**src/rtl/contador_tempo.sv**
```systemverilog
// ---------------------------------------------------------------------------
// contador_tempo
//
// Stopwatch time base and BCD counter. Sits right after the stopwatch state
// machine and turns its estado/contando/enable outputs into six BCD digits
// (MM:SS.CC) for the display decoder.
//
//   - A prescaler divides clk down to a 1 centisecond tick while contando=1.
//   - The tick drives a BCD cascade: cent_u, cent_d, seg_u, seg_d, min_u, min_d.
//   - A separate bank of display registers follows the internal count while
//     enable=1 and freezes while enable=0 (split / lap). Time keeps running
//     underneath a frozen display.
//
// Parameters
//   CLK_HZ   input clock frequency in Hz
//   TICK_HZ  count rate in Hz (100 -> one tick per centisecond)
//
// Ports
//   clk       in   1  system clock, rising edge
//   reset     in   1  asynchronous reset, active low
//   estado    in   3  FSM state: 0 inicio, 1 contar, 2 pausar, 3 parar
//   contando  in   1  1 = time advances
//   enable    in   1  1 = display follows internal count, 0 = display frozen
//   cent_u    out  4  BCD centiseconds units (0-9)
//   cent_d    out  4  BCD centiseconds tens  (0-9)
//   seg_u     out  4  BCD seconds units      (0-9)
//   seg_d     out  4  BCD seconds tens       (0-5)
//   min_u     out  4  BCD minutes units      (0-9)
//   min_d     out  4  BCD minutes tens       (0-5)
//   estouro   out  1  one-cycle pulse when the count wraps 59:59.99 -> 00:00.00
// ---------------------------------------------------------------------------
module contador_tempo #(
  parameter int CLK_HZ  = 50_000_000,
  parameter int TICK_HZ = 100
) (
  input  logic       clk,
  input  logic       reset,
  input  logic [2:0] estado,
  input  logic       contando,
  input  logic       enable,
  output logic [3:0] cent_u,
  output logic [3:0] cent_d,
  output logic [3:0] seg_u,
  output logic [3:0] seg_d,
  output logic [3:0] min_u,
  output logic [3:0] min_d,
  output logic       estouro
);

  // Clock cycles per tick; must be at least 2.
  localparam int DIV   = CLK_HZ / TICK_HZ;
  localparam int DIV_W = $clog2(DIV);

  localparam logic [DIV_W-1:0] DIV_LAST = DIV_W'(DIV - 1);
  localparam logic [DIV_W-1:0] DIV_ONE  = DIV_W'(1);

  localparam logic [3:0] NINE = 4'd9;
  localparam logic [3:0] FIVE = 4'd5;
  localparam logic [3:0] ONE  = 4'd1;

  localparam logic [2:0] ESTADO_INICIO = 3'd0;

  logic [DIV_W-1:0] div_cnt;
  logic             tick;
  logic             sync_clear;

  // Internal (always running) digits
  logic [3:0] int_cent_u;
  logic [3:0] int_cent_d;
  logic [3:0] int_seg_u;
  logic [3:0] int_seg_d;
  logic [3:0] int_min_u;
  logic [3:0] int_min_d;

  // Next-state of the internal digits
  logic [3:0] nxt_cent_u;
  logic [3:0] nxt_cent_d;
  logic [3:0] nxt_seg_u;
  logic [3:0] nxt_seg_d;
  logic [3:0] nxt_min_u;
  logic [3:0] nxt_min_d;
  logic       wrap_all;

  // Stopped in the initial state means "zero everything"; this wins over
  // counting and over a frozen display.
  assign sync_clear = (estado == ESTADO_INICIO) && !contando;

  // The >= compare makes an out-of-range prescaler value recover on the
  // next tick instead of running through the whole counter width.
  assign tick = contando && (div_cnt >= DIV_LAST);

  // Prescaler. It only moves while contando=1, so the phase of the next
  // tick survives a pause or stop.
  always_ff @(posedge clk or negedge reset) begin
    if (!reset) begin
      div_cnt <= '0;
    end else if (sync_clear) begin
      div_cnt <= '0;
    end else if (contando) begin
      if (div_cnt >= DIV_LAST) begin
        div_cnt <= '0;
      end else begin
        div_cnt <= div_cnt + DIV_ONE;
      end
    end
  end

  // BCD carry chain. Each digit only moves when every lower digit is at its
  // maximum. The "< limit" tests also push any illegal value back to 0 with
  // a carry, so a digit can never sit outside its BCD range.
  always_comb begin
    nxt_cent_u = int_cent_u;
    nxt_cent_d = int_cent_d;
    nxt_seg_u  = int_seg_u;
    nxt_seg_d  = int_seg_d;
    nxt_min_u  = int_min_u;
    nxt_min_d  = int_min_d;
    wrap_all   = 1'b0;

    if (tick) begin
      if (int_cent_u < NINE) begin
        nxt_cent_u = int_cent_u + ONE;
      end else begin
        nxt_cent_u = '0;
        if (int_cent_d < NINE) begin
          nxt_cent_d = int_cent_d + ONE;
        end else begin
          nxt_cent_d = '0;
          if (int_seg_u < NINE) begin
            nxt_seg_u = int_seg_u + ONE;
          end else begin
            nxt_seg_u = '0;
            if (int_seg_d < FIVE) begin
              nxt_seg_d = int_seg_d + ONE;
            end else begin
              nxt_seg_d = '0;
              if (int_min_u < NINE) begin
                nxt_min_u = int_min_u + ONE;
              end else begin
                nxt_min_u = '0;
                if (int_min_d < FIVE) begin
                  nxt_min_d = int_min_d + ONE;
                end else begin
                  nxt_min_d = '0;
                  wrap_all  = 1'b1;
                end
              end
            end
          end
        end
      end
    end
  end

  // Internal count registers plus the overflow pulse. estouro is loaded in
  // the same edge that writes 00:00.00, so it is high exactly for the cycle
  // in which the wrapped value first appears internally.
  always_ff @(posedge clk or negedge reset) begin
    if (!reset) begin
      int_cent_u <= '0;
      int_cent_d <= '0;
      int_seg_u  <= '0;
      int_seg_d  <= '0;
      int_min_u  <= '0;
      int_min_d  <= '0;
      estouro    <= 1'b0;
    end else if (sync_clear) begin
      int_cent_u <= '0;
      int_cent_d <= '0;
      int_seg_u  <= '0;
      int_seg_d  <= '0;
      int_min_u  <= '0;
      int_min_d  <= '0;
      estouro    <= 1'b0;
    end else begin
      int_cent_u <= nxt_cent_u;
      int_cent_d <= nxt_cent_d;
      int_seg_u  <= nxt_seg_u;
      int_seg_d  <= nxt_seg_d;
      int_min_u  <= nxt_min_u;
      int_min_d  <= nxt_min_d;
      estouro    <= wrap_all;
    end
  end

  // Display registers. They copy the current internal digits (one cycle
  // behind the count) while enable=1 and hold otherwise. Because they load
  // the internal value directly, releasing a split jumps straight to the
  // live time with no intermediate values.
  always_ff @(posedge clk or negedge reset) begin
    if (!reset) begin
      cent_u <= '0;
      cent_d <= '0;
      seg_u  <= '0;
      seg_d  <= '0;
      min_u  <= '0;
      min_d  <= '0;
    end else if (sync_clear) begin
      cent_u <= '0;
      cent_d <= '0;
      seg_u  <= '0;
      seg_d  <= '0;
      min_u  <= '0;
      min_d  <= '0;
    end else if (enable) begin
      cent_u <= int_cent_u;
      cent_d <= int_cent_d;
      seg_u  <= int_seg_u;
      seg_d  <= int_seg_d;
      min_u  <= int_min_u;
      min_d  <= int_min_d;
    end
  end

endmodule

```
**config.mk**
```make
export PLATFORM = sky130hd
export DESIGN_NAME = contador_tempo
export DESIGN_NICKNAME = d
export VERILOG_FILES = /design/src/rtl/contador_tempo.sv
export SDC_FILE = /design/constraint.sdc
export NUM_CORES = 1
export LEC_CHECK = 0
export ABC_AREA = 1
export BUFFER_PORTS_ARGS = -buffer_cell sky130_fd_sc_hd__buf_4
export CELL_PAD_IN_SITES_DETAIL_PLACEMENT = 0
export CELL_PAD_IN_SITES_GLOBAL_PLACEMENT = 2
export CORE_MARGIN = 10
export CORE_UTILIZATION = 35
export DETAILED_ROUTE_END_ITERATION = 7
export PLACE_DENSITY = 0.82
export SETUP_SLACK_MARGIN = 0.15
export SLEW_MARGIN = 0
export SYNTH_ARGS = -nofsm -noshare
export SYNTH_HDL_FRONTEND = slang
export SYNTH_SLANG_ARGS = --single-unit
```
**constraint.sdc**
```tcl
create_clock -name clk -period 1.9 [get_ports clk]
set_input_delay 0.475 -clock clk [delete_from_list [all_inputs] [get_ports clk]]
set_output_delay 0.475 -clock clk [all_outputs]
set_load 0.005 [all_outputs]
```
==> results.md <==
* Hold Path Sink: cent_u[1]
* Hold Crit Class: reg -> reg
* # diodes at 0
* Syn_area_per_cell at between 7 and 8 µm²
* Vias in the first global route at about 3200
* Root Buffer: clkbuf_8
* Wire length per cell at 14.04 µm
* Crit path DAT at 2010 ps
* Worst setup EP type: flip-flop
* Unrepaired setup endpoints after global routing: true
* Most frequent cells in the layout: nand2_1 (129), inv_1 (71), dfrtp_1 (66), buf_4 (62), nor2_1 (28)
* Initial DRC Count at 128
* Row cnt at 37
* # fillers at approximately 1100
* Dpl hpwl at approximately 7200 µm
* Post-route ant nets at 0
* Core region area at 0.01037 mm²
* Area leader, netlist: dfrtp_1
* Die height at 123.5 µm
* Port bufs at 31
* Most common cell after layout, fill and taps aside: nand2_1
* Register-to-Register Setup Slack at approximately 180 ps
* Global-route wire length before repair at approximately 16000 µm
* Area grow syn2layout at 28.35%
* MaxCap Viol Count at 0
* Sequential Power Share at 0.434
* Setup TNS at 0 ps
* Tmin final at 1721 ps
* Gate Count Post-Synth at roughly 500
* Tot GR Track Use at 0.1321
* Post-synthesis sequential area ratio at 0.4536
* Total CTS buffers at 9
* Critical Path Start Type: flip-flop
* Htree depth at 3
* Count of final max-slew check failures at 0
* P_int at 2930 µW
* CTS clk-pin slew, worst paths at about 70 ps
* Crit Reg-Reg Endpoint: int_seg_u[0]
* Setup WS post-layout at roughly 180 ps
* Drt via density at ~4.7
* Share of layout cells above drive strength 1 at 0.2295
* Largest net degree at the start of global routing at 37
* Leak at around 0.0025 µW
* Clock power share at 0.253
* Worst R2R Start: div_cnt[13]
* Routability cong. at 0.8198
* Area contributors post-synth: dfrtp_1 (45%), nand2_1 (14%), inv_1 (7.3%)
* FF+latch count, synth at between 60 and 70
* Remaining DRCs at 0
* Net Sw Frac at 0.3511
* Final Skew at between 6 and 7 ps
* Synth Cell Area at 0.003751 mm²
* Combinational Power Share at 0.313
* GR Overflow Total at 0
* PwrDens at ~940 mW/mm²
* Min-delay src: cent_u[1]
* Worst Max-Slew Pin Slew at between 300 and 400 ps
* Hold Fails Final Rpt at 0
* VDD IR-drop max at roughly 350 µV
* Worst Setup SP: div_cnt[13]
* Most flop-heavy register: div_cnt
* Die Area at 0.01526 mm²
* # setup viols final at 0
* Vias at roughly 3300
* Pre-Repair DR Iteration Count at 4
* Max-Slew Margin vs Limit at 0.7832
* Number of flip-flops in the largest register at 19
* CTS tree: yes
* Synth unique cells at 32
* # nets final at approximately 580
* Initial antenna violation count at 0
* Psw at 1586 µW
* Worst Hold Depth at 2
* Synth warn at 0
* Starting Density at 0.3617
* Run status: finished clean
* Fin crit share at 0.9060
* Skew-Pair Late Insertion Delay at between 300 and 400 ps
* CP max FO at 7
* Syn nets at about 510
* Pre-CTS setup slack at 27.04 ps
* Max frequency at 580.9 MHz
* Clk sinks at 68
* Worst path required time at about 2200 ps
* Reg2Reg Depth at 10
* Yosys top cell area share at 0.4536
* Die W at 123.5 µm
* Drt total wl at 9803 µm
* Ports at 32
* Power Total at 4516 µW
* Clock buffer depth at 2
* Crit path kind: reg -> reg
[Yosys cell counts (all sizes together)]
cell type,n
nor2,38
o31ai,2
a21boi,6
buf,8
o22ai,8
a31oi,1
ha,13
nand4,19
dfrtp,68
xnor2,6
inv,74
o21bai,1
xor2,11
o21ai,32
nor4,2
nand3b,1
nand2,144
clkinv,1
clkbuf,5
nor3,11
a21oi,7
nand3,27
or2,1
[power by group through the flow]
stage | clock [µW] | combinational, µW | sequential (µW)
6_report | 1140 | 1410 | 1960
5_1_grt | 1250 | 1620 | 2000
4_1_cts | 1190 | 1280 | 1960
3_5_place_dp | 0 | 1250 | 1990
3_3_place_gp | 0 | 1250 | 1980
2_1_floorplan | 0 | 789 | 1950
[logic make-up (layout without fill, tap and decap cells)]
logic type / Yosys count / in the layout / share of synthesized area
AOI/OAI and AO/OA: 57 / 57 / 0.08506
buffers and inverters: 88 / 162 / 0.09539
adders and majority gates: 13 / 13 / 0.04336
xor gates and xnor gates: 17 / 17 / 0.03969
DFF: 68 / 68 / 0.4536
and+or+nand+nor: 243 / 245 / 0.2829
[critical path: stages (launching register included)]
cell     delay, ps
dfrtp_1        490
nand2_1        140
nor2_1         150
nand3_2        100
nor2_4         140
nor2_4          60
nand3_4        140
nand2_2        150
nor2_4         150
nand2_1         70
nand2_1         70
[layer usage]
metal,up-vias,share of wire,routed length (µm),GRT usage
met3,13,0.041,399,0.02735
met1,1534,0.46,4490,0.1629
met2,64,0.48,4746,0.2174
met4,0,0.017,167,0.06114
li1,1701,-,-,-
met5,-,0,0,0
[cell type report]
type                            instances  area (µm²)  share of cell area
Clock inverter                          4       22.52            0.004678
Inverter                               75       284.0             0.05899
Sequential cell                        68        1704              0.3539
Tap cell                              136       170.2             0.03534
Clock buffer                           12       165.2             0.03430
Timing Repair Buffer                   71       574.3              0.1193
Multi-Input combinational cell        332        1894              0.3935
[worst max-delay path by stage]
stage                               to
final                     int_seg_u[0]
after detailed placement   div_cnt[14]
after global placement     div_cnt[14]
after floorplan           int_min_u[1]
after global routing      int_min_d[0]
after CTS                  div_cnt[14]
[stage by stage]
step                      hold WS (ps)    util  cell area (µm²)  std cells
after floorplan                  179.4       -             3751        486
after global placement           354.3  0.4154             4308        669
after detailed placement         353.1  0.4154             4308        669
after CTS                        494.4  0.4415             4578        690
after global routing             514.5  0.4643             4815        698
final                            491.1  0.4643             4815        698
[what timing repair did]
item                       4_1_cts  5_1_grt
buffers inserted                 3        7
hold buffers                     1        0
pin swaps                        4       15
gates cloned                     1        1
setup endpoints to repair       39       40
hold endpoints to repair        13        0
gates resized for setup         10       43
Note: power is estimated with default switching activity, not from simulation.
